`config.mk`:
```
export PLATFORM = sky130hd
export DESIGN_NAME = alu_muldiv
export DESIGN_NICKNAME = d
export VERILOG_FILES = /design/src/rtl/alu_muldiv.sv
export SDC_FILE = /design/constraint.sdc
export NUM_CORES = 1
export LEC_CHECK = 0
export ABC_AREA = 1
export ABC_CLOCK_PERIOD_IN_PS = 8200
export CAP_MARGIN = 40
export CORE_MARGIN = 2
export CORE_UTILIZATION = 45
export DETAILED_ROUTE_END_ITERATION = 6
export SLEW_MARGIN = 40
export SYNTH_ARGS = -nofsm -noshare
export SYNTH_HDL_FRONTEND = slang
export SYNTH_SLANG_ARGS = --single-unit
```
`constraint.sdc`:
```
create_clock -name clk -period 8.2 [get_ports clk]
set_clock_uncertainty 0.15 [all_clocks]
set_input_delay 1.64 -clock clk [delete_from_list [all_inputs] [get_ports clk]]
set_output_delay 1.64 -clock clk [all_outputs]
set_load 0.02 [all_outputs]
```
`src/rtl/alu_muldiv.sv`:
```
// rtl/alu_muldiv.sv - iterative multiply/divide unit with HI/LO result registers
// One shift-add (MULT) or restoring subtract-shift (DIV) step per RUN cycle.
module alu_muldiv #(
  parameter int WIDTH = 32
) (
  input  logic             clk,
  input  logic             reset,
  input  logic             start,
  input  logic [1:0]       Op,
  input  logic             Sign,
  input  logic [WIDTH-1:0] A,
  input  logic [WIDTH-1:0] B,
  output logic             busy,
  output logic             done,
  output logic             div_by_zero,
  output logic [WIDTH-1:0] HI,
  output logic [WIDTH-1:0] LO
);

  localparam int CNT_W = $clog2(WIDTH + 1);
  localparam logic [1:0] OP_MULT = 2'b00;
  localparam logic [1:0] OP_DIV  = 2'b01;
  localparam logic [1:0] OP_MTHI = 2'b10;
  localparam logic [1:0] OP_MTLO = 2'b11;

  typedef enum logic [1:0] {S_IDLE, S_RUN, S_FIN} state_t;

  state_t             state, state_nxt;
  logic [CNT_W-1:0]   cnt;
  logic               is_div, neg_q, neg_r;
  logic [WIDTH:0]     acc;
  logic [WIDTH-1:0]   sh, mb;

  logic               accept, zero_div, last;
  logic [WIDTH-1:0]   mag_a, mag_b;
  logic [WIDTH:0]     sum, shifted, trial, pick, acc_step;
  logic [WIDTH-1:0]   sh_step, quo, rem;
  logic [2*WIDTH-1:0] prod;

  assign accept   = (state == S_IDLE) && start;
  assign zero_div = (Op == OP_DIV) && (B == '0);
  assign last     = (cnt == CNT_W'(1));
  assign mag_a    = (Sign && A[WIDTH-1]) ? -A : A;
  assign mag_b    = (Sign && B[WIDTH-1]) ? -B : B;

  always_ff @(posedge clk or posedge reset) begin
    if (reset) state <= S_IDLE;
    else       state <= state_nxt;
  end

  always_comb begin
    state_nxt = state;
    busy      = 1'b0;
    done      = 1'b0;
    case (state)
      S_IDLE: if (start)
        state_nxt = (Op == OP_MULT || (Op == OP_DIV && !zero_div)) ? S_RUN : S_FIN;
      S_RUN: begin
        busy = 1'b1;
        if (last) state_nxt = S_FIN;
      end
      S_FIN: begin
        done      = 1'b1;
        state_nxt = S_IDLE;
      end
      default: state_nxt = S_IDLE;
    endcase
  end

  // acc doubles as the product high half (MULT) and the partial remainder (DIV);
  // sh is the multiplier being shifted out or the dividend/quotient shift register.
  always_comb begin
    sum     = acc + {1'b0, mb};
    shifted = {acc[WIDTH-1:0], sh[WIDTH-1]};
    trial   = shifted - {1'b0, mb};
    pick    = sh[0] ? sum : acc;
    if (is_div) begin
      acc_step = trial[WIDTH] ? shifted : trial;
      sh_step  = {sh[WIDTH-2:0], ~trial[WIDTH]};
    end else begin
      acc_step = {1'b0, pick[WIDTH:1]};
      sh_step  = {pick[0], sh[WIDTH-1:1]};
    end
    prod = {acc_step[WIDTH-1:0], sh_step};
    quo  = sh_step;
    rem  = acc_step[WIDTH-1:0];
  end

  always_ff @(posedge clk or posedge reset) begin
    if (reset) begin
      cnt         <= '0;
      is_div      <= 1'b0;
      neg_q       <= 1'b0;
      neg_r       <= 1'b0;
      acc         <= '0;
      sh          <= '0;
      mb          <= '0;
      div_by_zero <= 1'b0;
      HI          <= '0;
      LO          <= '0;
    end else if (accept) begin
      cnt         <= CNT_W'(WIDTH);
      is_div      <= (Op == OP_DIV);
      neg_q       <= Sign && (A[WIDTH-1] ^ B[WIDTH-1]);
      neg_r       <= Sign && A[WIDTH-1];
      acc         <= '0;
      sh          <= mag_a;
      mb          <= mag_b;
      div_by_zero <= zero_div;
      case (Op)
        OP_MTHI: HI <= A;
        OP_MTLO: LO <= A;
        OP_DIV: if (zero_div) begin
          HI <= A;
          LO <= '1;
        end
        default: ;
      endcase
    end else if (state == S_RUN) begin
      acc <= acc_step;
      sh  <= sh_step;
      cnt <= cnt - CNT_W'(1);
      if (last) begin
        if (is_div) begin
          LO <= neg_q ? -quo : quo;
          HI <= neg_r ? -rem : rem;
        end else begin
          {HI, LO} <= neg_q ? -prod : prod;
        end
      end
    end
  end

endmodule

```
== After elaboration in Yosys (flattened, before gate mapping) ==
Cells that the tools add are included.
Word-level totals
  input port bits: 70
  output and inout bits: 67
  register bits after elaboration: 173
Operators by class
  $add $sub $neg: 8
  bitwise operators: 2
  mux-type cells: 33
  reductions and logical operators: 16
  eq/ne operators: 11
Operators with widths (number)
  2-to-1 mux 32 bit: 17
  2-to-1 mux 33 bit: 5
  negator 32 bit: 4
  one-hot mux 32 bit (2 select lines): 2
  2-to-1 mux 64 bit: 1
  negator 64 bit: 1
  adder 33 x 32 -> 33 bit: 1
  subtractor 33 x 32 -> 33 bit: 1
  zero test 32 bit: 1
  2-to-1 mux 6 bit: 2
  AND reduction 4 bit: 2
  == test 2 bit, second input constant: 3
  == test 6 x 1 -> 1 bit, second input constant: 1
  logical AND 1 bit: 6
  2-to-1 mux 2 bit: 3
  != test 3 x 1 -> 1 bit, second input constant: 2
  subtractor 6 x 1 -> 6 bit, second input constant: 1
  == test 2 x 1 -> 1 bit, second input constant: 2
  zero test 2 bit: 2
  != test 2 bit, second input constant: 2
  one-hot mux 2 bit (2 select lines): 1
  nonzero test 2 bit: 2
  != test 3 bit, second input constant: 1
  2-to-1 mux 1 bit: 2
  5 further kinds: 5

== Depth between registers and ports, before layout ==
Gate-level depths: netlist of the first run.
  word-level depth: 9
  depth in mapped cells: 37

== Worst setup path before layout of the first run ==
OpenSTA, ideal clock, no wires.
  path type: register -> register
  start point: register sh[31]
  end point: register HI[22]
  buffers on the path: 0
  setup slack: 3.946 ns
  stages on the path, launching flop included: 37
  arrival time: 3.983 ns
  data required time: 7.930 ns
  cells stage by stage: dfrtp_1 > inv_1 > ha_1 > inv_1 > fa_1 > nand2_1 > nand3_1 > nand3_1 > nand2_1 > nand2_1 > nand2_1 > nand3_1 > nand2_1 > nand3_1 > nand2_1 > ha_1 > inv_2 > nand2_1 > o21ai_2 > ha_1 > nand3_2 > nor2_4 > nand3_2 > nor2_4 > nand2_2 > nor2_2 > nand2_1 > nor2_2 > nand2_2 > nand2_4 > nand2_2 > a21oi_4 > o21ai_1 > nand3_1 > nand2_1 > o21ai_1 > nand2_1
Between the ends
  longest elaborated chain between the ends: 9
Ends and longest elaborated chain
  start: declaration: line 32  | logic [WIDTH-1:0] sh, mb;
  start signal: assignment: line 107  | sh <= mag_a;
  start signal: assignment: line 121  | sh <= sh_step;
  subtractor 33 x 32 -> 33 bit: line 75  | trial = shifted - {1'b0, mb};
  2-to-1 mux 33 bit or NOT 1 bit (tied branches): line 78, 79
  2-to-1 mux 33 bit or 2-to-1 mux 32 bit (tied branches): line 77  | if (is_div) begin
  negator 64 bit or negator 32 bit (tied branches): line 128, 126
  2-to-1 mux 64 bit or 2-to-1 mux 32 bit (tied branches): line 128, 126
  2-to-1 mux 32 bit *: line 124  | if (is_div) begin
  2-to-1 mux 32 bit *: line 123  | if (last) begin
  2-to-1 mux 32 bit *: line 119  | end else if (state == S_RUN) begin
  2-to-1 mux 32 bit *: line 101  | end else if (accept) begin
  end signal: assignment: line 126  | HI <= neg_r ? -rem : rem;
  end signal: assignment: line 128  | {HI, LO} <= neg_q ? -prod : prod;
  end: declaration: line 16  | output logic [WIDTH-1:0] HI,
Mark *: on every way between the ends. The rest lies on a longest branch, timed or not. The select of a mux whose other input is x is not followed.
A chain may end at the register's enable or synchronous reset.

== Worst setup path in the final report of the first run ==
  start point: register mb[21]
  end point: register HI[22]
Between the ends
  longest elaborated chain between the ends: 9
Ends and longest elaborated chain
  start: declaration: line 32
  start signal: assignment: line 108  | mb <= mag_b;
  subtractor 33 x 32 -> 33 bit or adder 33 x 32 -> 33 bit (tied branches): line 75, 73
  2-to-1 mux 33 bit (tied with other cells): line 78  | acc_step = trial[WIDTH] ? shifted : trial;
  2-to-1 mux 33 bit or 2-to-1 mux 32 bit (tied branches): line 77
  negator 64 bit or negator 32 bit (tied branches): line 128, 126
  2-to-1 mux 64 bit or 2-to-1 mux 32 bit (tied branches): line 128, 126
  2-to-1 mux 32 bit *: line 124
  2-to-1 mux 32 bit *: line 123
  2-to-1 mux 32 bit *: line 119
  2-to-1 mux 32 bit *: line 101
Marks and branches as above.

==> impl_results.md, run 1 <==
- Outcome: finished with violations
- Failing checks: design-rule violations
- Max IR drop VDD: between 0.2 and 0.3 mV
- DR DRC count: 21
- Max-slew violations: 0
- Avg Inst Size Synth: about 6 µm²
- Post-route worst setup slack: between 2 and 2.5 ns
- Most used cell, CP: nand2_1
- Worst path max stage delay: around 0.5 ns
- Cells after Synth: approximately 3.0k
- Most frequent cell after synthesis: nand2_1
- Ant diodes: 0
- Power Density: 514 mW/mm²
- Critical Path Start: mb[21]$_DFFE_PP0P_
- Total clock sinks: around 170
- FF-to-FF path depth: 34
- Leading post-synthesis cells by cell area: dfrtp_1 (25%), nand2_1 (19%), inv_1 (11%)
- Worst R2R Start: mb[21]$_DFFE_PP0P_
- Critical Path AT: approximately 6.0 ns
- R2R setup slack: between 2 and 2.5 ns
- Synth Register Bits: 173
- Ratio of cells with drive above 1 in the final layout: 0.0489
- Worst-skew pair later-pin latency: approximately 0.47 ns
- Critical Path End Type: flop
- Gpl congestion: approximately 1
- Worst hold path type: reg -> reg
- Fin. Hold Viols: 0
- First-pass GRT wire length: between 100000 and 150000 µm
- Post-route minimum period: about 5.8 ns
- Hold WS: 0.330 ns
- Register area: 0.00433 mm²
- Worst-path clk slew: ~0.080 ns
- Ys Warns: 0
- Avg WL per Cell: around 20 µm
- Reg2reg end: HI[22]$_DFFE_PP0P_
- Pre-CTS setup slack: 2.61 ns
- Largest net degree at the start of global routing: 86
- Area taken by multi-input logic gates: between 0.01 and 0.015 mm²
- ANT nets after route: 0
- Dpl hpwl: 57300 µm
- Critical Path Start Type: flop
- Final core occ: 0.516
- Syn-to-layout area delta: 13.1%
- H-tree depth: 4
- Top cell type's share of synthesized area: 0.246
- Buffers & Inverters on Critical Path: 4
- IO Pins: roughly 140
- Filler cells: slightly above 4k
- Final wirelength: 72900 µm
- Final #Nets: around 3.2k
- Tcrit/Tclk final: 0.707
- Post-CTS Setup Bufs: 0
- RSZ-0062 raised after global routing: false
- WS Path Type: reg -> reg
- Count of cell types in the netlist: 63
- Die height: 202 µm
- Die width: approximately 200 µm
- Initial Util: 0.456
- Die ar.: around 0.041 mm²
- Worst slew margin: 0.421
- Initial antenna violation count: 0
- Vias: 20.5k
- CP Max Fanout: 28
- Vias in the first global route: around 19k
- Post-synth EDFFs: 0
- Commonest cells post-synth: nand2_1 (888), inv_1 (518), nor2_1 (345)
- Post-synthesis sequential area ratio: 0.246
- Total CTS buffers: 17
- Crit path to: HI[22]$_DFFE_PP0P_
- Async set-or-reset flop fraction in the synthesized netlist: 1.00
- GRT Total Usage: 0.357
- Worst-margin pin slew: between 0.8 and 0.9 ns
- Hold Buf Count CTS: 0
- CTS Buffer Depth: 2
- GR Overflow Total: 0
- Post-Syn Nets: ~3.1k
- Core region area: approximately 0.039 mm²
- PostCTS Resize Cnt: 0
- Static leakage: around 10 nW
- Peak Freq: 0.172 GHz
- Pre-Repair DR Iteration Count: 7
- Num rows: 72
- CTS tree: built
- Max-cap check violation count: 0
- Slowest-stage cell, CP: dfrtp_1
- # setup viols final: 0
- Area leader, netlist: dfrtp_1
- Predominant post-synthesis flop cell: dfrtp_1
- Instance count on the critical path: 34
- Tot Pwr: roughly 0.010 W
- Post-Syn Area: 0.0176 mm²
- Worst path top cell family by delay: simple AND/OR/NAND/NOR gates
- IO Port Bufs: between 100 and 150
- Critical Path RT: roughly 8.4 ns
- DR iter-0 viols: roughly 2.4k
- DR vias/cell: between 5 and 6
- CTS root buffer: clkbuf_16
- Setup TNS: 0 ns
## sequential cells by signal (all words and copies together), names as in the netlist
name / count
mb: 32
div_by_zero: 1
neg_q: 1
LO: 32
acc: 33
state: 2
sh: 32
cnt: 6
is_div: 1
HI: 32
neg_r: 1
## layout by cell type, fill, tap and decap left out, types with 11 or more instances in the layout
master           netlist  layout
ha_1                  71      71
or2_2                 16      16
inv_1                518     517
clkdlybuf4s50_1        0     136
nand3b_1              11      11
nand2_1              888     888
nand4_1               33      33
o22ai_1               33      33
nor2_1               345     343
inv_2                 14      14
dfrtp_1              173     172
a31oi_1               47      47
buf_4                  4      19
nor2_2                12      13
xor2_1                24      24
a2bb2oi_1             13      13
nand3_1              224     223
nor3_1                30      30
a21oi_1              137     137
clkbuf_16              0      17
o21ai_0              149     149
o21ai_1               23      23
## tightest hold or removal path: stages, from the launching register on
cell	delay (ns)
dfrtp_1	0.34
nand2_1	0.05
nand2_1	0.05
## per-stage QoR
step           cells  instance area, µm²
2_1_floorplan   2991               17600
3_3_place_gp    3572               19300
3_5_place_dp    3572               19300
4_1_cts         3603               19900
5_1_grt         3603               19900
6_report        3603               19900
## cell families (layout without fill, tap and decap cells)
kind of cell,count (synthesis),after routing,share of synthesized area
flops,173,173,0.246
xor+xnor,33,33,0.0164
simple gates,1608,1608,0.384
compound gates,474,474,0.158
mux,1,1,0.00128
fa+ha+maj,73,73,0.0527
buf+inv,629,723,0.142
## how the worst min path moves through the flow
stage,startpoint,endpoint,slack [ns],cells after the start
after floorplan,sh[3]$_DFFE_PP0P_,sh[3]$_DFFE_PP0P_,0.32,2
after global placement,HI[19]$_DFFE_PP0P_,HI[19]$_DFFE_PP0P_,0.31,2
after detailed placement,HI[19]$_DFFE_PP0P_,HI[19]$_DFFE_PP0P_,0.32,2
after CTS,HI[19]$_DFFE_PP0P_,HI[19]$_DFFE_PP0P_,0.33,2
after global routing,HI[25]$_DFFE_PP0P_,HI[25]$_DFFE_PP0P_,0.36,2
final,HI[19]$_DFFE_PP0P_,HI[19]$_DFFE_PP0P_,0.33,2
## layer usage
metal | track usage | part of all wire | vias to the layer above
li1 | - | - | 9697
met5 | 0 | 0 | -
met1 | 0.532 | 0.45 | 9459
met4 | 0.122 | 0.035 | 0
met3 | 0.0779 | 0.11 | 139
met2 | 0.506 | 0.40 | 1183
## where the power goes
group | switching, W | internal [W]
clock | 0.000403 | 0.000463
sequential | 0.000494 | 0.00127
combinational | 0.00528 | 0.00233
## area by class of cell
| cell class | instances | share of cell area |
|---|---|---|
| Multi-Input combinational cell | 2189 | 0.543 |
| Sequential cell | 173 | 0.217 |
| Inverter | 537 | 0.102 |
| Timing Repair Buffer | 155 | 0.0755 |
| Tap cell | 518 | 0.0325 |
| Clock buffer | 18 | 0.0220 |
| Clock inverter | 13 | 0.00779 |
(Power assumes the default switching activity.)
==> run 2: changes to the inputs <==
ABC_CLOCK_PERIOD_IN_PS = 5450   (was 8200)
clock period = 5.45 ns   (was 8.2 ns; I/O delays follow)
==> run 2 against run 1 <==
Compared with the run above:
- the flow now finishes without violations
- utilization increased by 0.80 points
- critical path type unchanged
- worst hold slack improved by 0.0021 ns
- setup slack got worse by 2.1 ns
- clock-buffer cell count rose by 5
- via count up 2.3%
- wire length is 6.3% higher
==> impl_results.md, run 2 (synthesis gave the netlist of run 1 again) <==
- Area taken by multi-input logic gates: 0.0108 mm² (about the same)
- Total clock sinks: 173 (unchanged)
- Critical Path RT: 5.72 ns (was 8.40 ns)
- Worst path max stage delay: 0.41 ns (was 0.50 ns)
- Ratio of cells with drive above 1 in the final layout: 0.0617 (was 0.0489)
- Worst-margin pin slew: 0.744 ns (was 0.868 ns)
- ANT nets after route: 0 (unchanged)
- CP Max Fanout: 5 (was 28)
- Final wirelength: 77500 µm (was 72900 µm)
- Total CTS buffers: 17 (unchanged)
- Dpl hpwl: 60700 µm (was 57300 µm)
- Die width: 202 µm (unchanged)
- Most used cell, CP: nand2_1 (unchanged)
- Worst-path clk slew: 0.07 ns (was 0.08 ns)
- Commonest non-fill, non-tap cells in the layout: nand2_1 (887), inv_1 (517), nor2_1 (343) (was nand2_1 (888), inv_1 (517), nor2_1 (343))
- GRT Total Usage: 0.380 (was 0.357)
- Die ar.: 0.0407 mm² (unchanged)
- WS Path Type: reg -> reg (unchanged)
- Critical Path AT: 5.38 ns (was 6.00 ns)
- Met3 usage in global routing: 0.106 (was 0.0779)
- Initial Util: 0.456 (unchanged)
- Worst-skew pair later-pin latency: 0.50 ns (was 0.47 ns)
- DR iter-0 viols: 2409 (was 2374)
- Filler cells: 4093 (was 4051)
- Vias in the first global route: 19.5k (was 19.0k)
- GR Overflow Total: 0 (unchanged)
- Final core occ: 0.524 (was 0.516)
- Largest register FFs: 33 (unchanged)
- Pre-Repair DR Iteration Count: 6 (was 7)
- Outcome: finished clean (was finished with violations)
- Post-route minimum period: 5.11 ns (was 5.80 ns)
- GR peak layer: met1 (unchanged)
- First-pass GRT wire length: 117000 µm (was 112000 µm)
- Max-cap check violation count: 0 (unchanged)
- Initial antenna violation count: 6 (was 0)
- DR vias/cell: 5.74 (was 5.68)
- Worst hold path type: reg -> reg (unchanged)
- CTS Buffer Depth: 2 (unchanged)
- Core region area: 0.0386 mm² (unchanged)
- Critical Path Start Type: flop (unchanged)
- Met2 GRT Util: 0.535 (was 0.506)
- Avg WL per Cell: 21.2 µm (was 20.2 µm)
- CTS tree: built (unchanged)
- DR DRC count: 0 (was 21)
- Max-slew violations: 0 (unchanged)
- Most common cell after layout, fill and taps aside: nand2_1 (unchanged)
- IO Port Bufs: 136 (unchanged)
- IO Pins: 137 (unchanged)
- Worst path top cell family by delay: simple AND/OR/NAND/NOR gates (unchanged)
- Num rows: 72 (unchanged)
- Peak Freq: 0.196 GHz (was 0.172 GHz)
- # setup viols final: 0 (unchanged)
- Grt met1 use: 0.553 (was 0.532)
- Syn-to-layout area delta: 14.9% (was 13.1%)
- Vias: 21.0k (was 20.5k)
- Reg with most FFs: acc (unchanged)
- Gpl congestion: 1.09 (was 1.01)
- Final #Nets: 3257 (was 3216)
- Worst slew margin: 0.503 (was 0.421)
- Setup TNS: 0 ns (unchanged)
- Buffers & Inverters on Critical Path: 4 (unchanged)
- Tcrit/Tclk final: 0.938 (was 0.707)
- CTS root buffer: clkbuf_16 (unchanged)
- H-tree depth: 4 (unchanged)
- Slowest-stage cell, CP: dfrtp_1 (unchanged)
- Critical Path End Type: flop (unchanged)
- Register area: 0.00433 mm² (unchanged)
- Largest net degree at the start of global routing: 133 (was 86)
- Die height: 202 µm (unchanged)
- Fin. Hold Viols: 0 (unchanged)
==> run 2: cell count changes in the layout (fill, tap and decap cells not counted), moves of 2 or more <==
| cell | previous run | this run |
|---|---|---|
| diode_2 | 0 | 4 |
| a21oi_1 | 137 | 135 |
| buf_4 | 19 | 56 |
| clkbuf_1 | 0 | 5 |
| clkinvlp_4 | 2 | 4 |
| a21oi_2 | 5 | 7 |
| inv_8 | 2 | 0 |
| bufinv_16 | 2 | 0 |
| buf_12 | 0 | 2 |
==> run 2: worst reg2reg max path, delay by kind of cell, from the launching register on <==
family                   cells  cell delay (ns)
adder cells (fa/ha/maj)      4             1.11
AO/OA/AOI/OAI                3             0.54
buffers and inverters        4             0.47
flip-flops                   1             0.41
AND/OR/NAND/NOR             21             2.34
==> run 2: routing by layer <==
layer,wire (µm),share of wire
met5,16,0.00021
met4,2330,0.030
met3,9690,0.13
met2,31400,0.41
met1,34000,0.44
==> run 2: final timing paths <==
| check | from | endpoint | slack, ns | cells after the start |
|---|---|---|---|---|
| max reg2reg | sh[31]$_DFFE_PP0P_ | HI[26]$_DFFE_PP0P_ | 0.34 | 32 |
| max | sh[31]$_DFFE_PP0P_ | HI[26]$_DFFE_PP0P_ | 0.34 | 32 |
| min reg2reg | LO[9]$_DFFE_PP0P_ | LO[9]$_DFFE_PP0P_ | 0.33 | 2 |
| max in group asynchronous | reset | is_div$_DFFE_PP0P_ | 3.41 | 4 |
| min | LO[9]$_DFFE_PP0P_ | LO[9]$_DFFE_PP0P_ | 0.33 | 2 |
| min in group asynchronous | reset | HI[27]$_DFFE_PP0P_ | 0.86 | 3 |
==> run 2: cell type report <==
cell class	count	area share
multi-input combinational	2189	0.536
timing repair buffer	196	0.0920
sequential	173	0.214
clock inverter	8	0.00309
antenna	4	0.000495
inverter	537	0.0999
tap	518	0.0320
clock buffer	23	0.0226
==> run 2: stage by stage <==
stage          cells  area, µm²  hold WS [ns]  worst slack (ns)
2_1_floorplan   2991      17600         0.320              1.20
3_3_place_gp    3607      19600         0.328             0.326
3_5_place_dp    3607      19600         0.322             0.246
4_1_cts         3638      20100         0.338             0.223
5_1_grt         3644      20200         0.362           -0.0290
6_report        3648      20200         0.332             0.340
==> run 2: repair_timing <==
action | CTS | global route
buffers inserted | 0 | 4
hold buffers | 0 | 0
setup endpoints to repair | 0 | 28
resized for setup | 0 | 9
Power of run 2 is not shown: default switching activity piles up to over one toggle a cycle in this logic, so the estimate is an artifact.
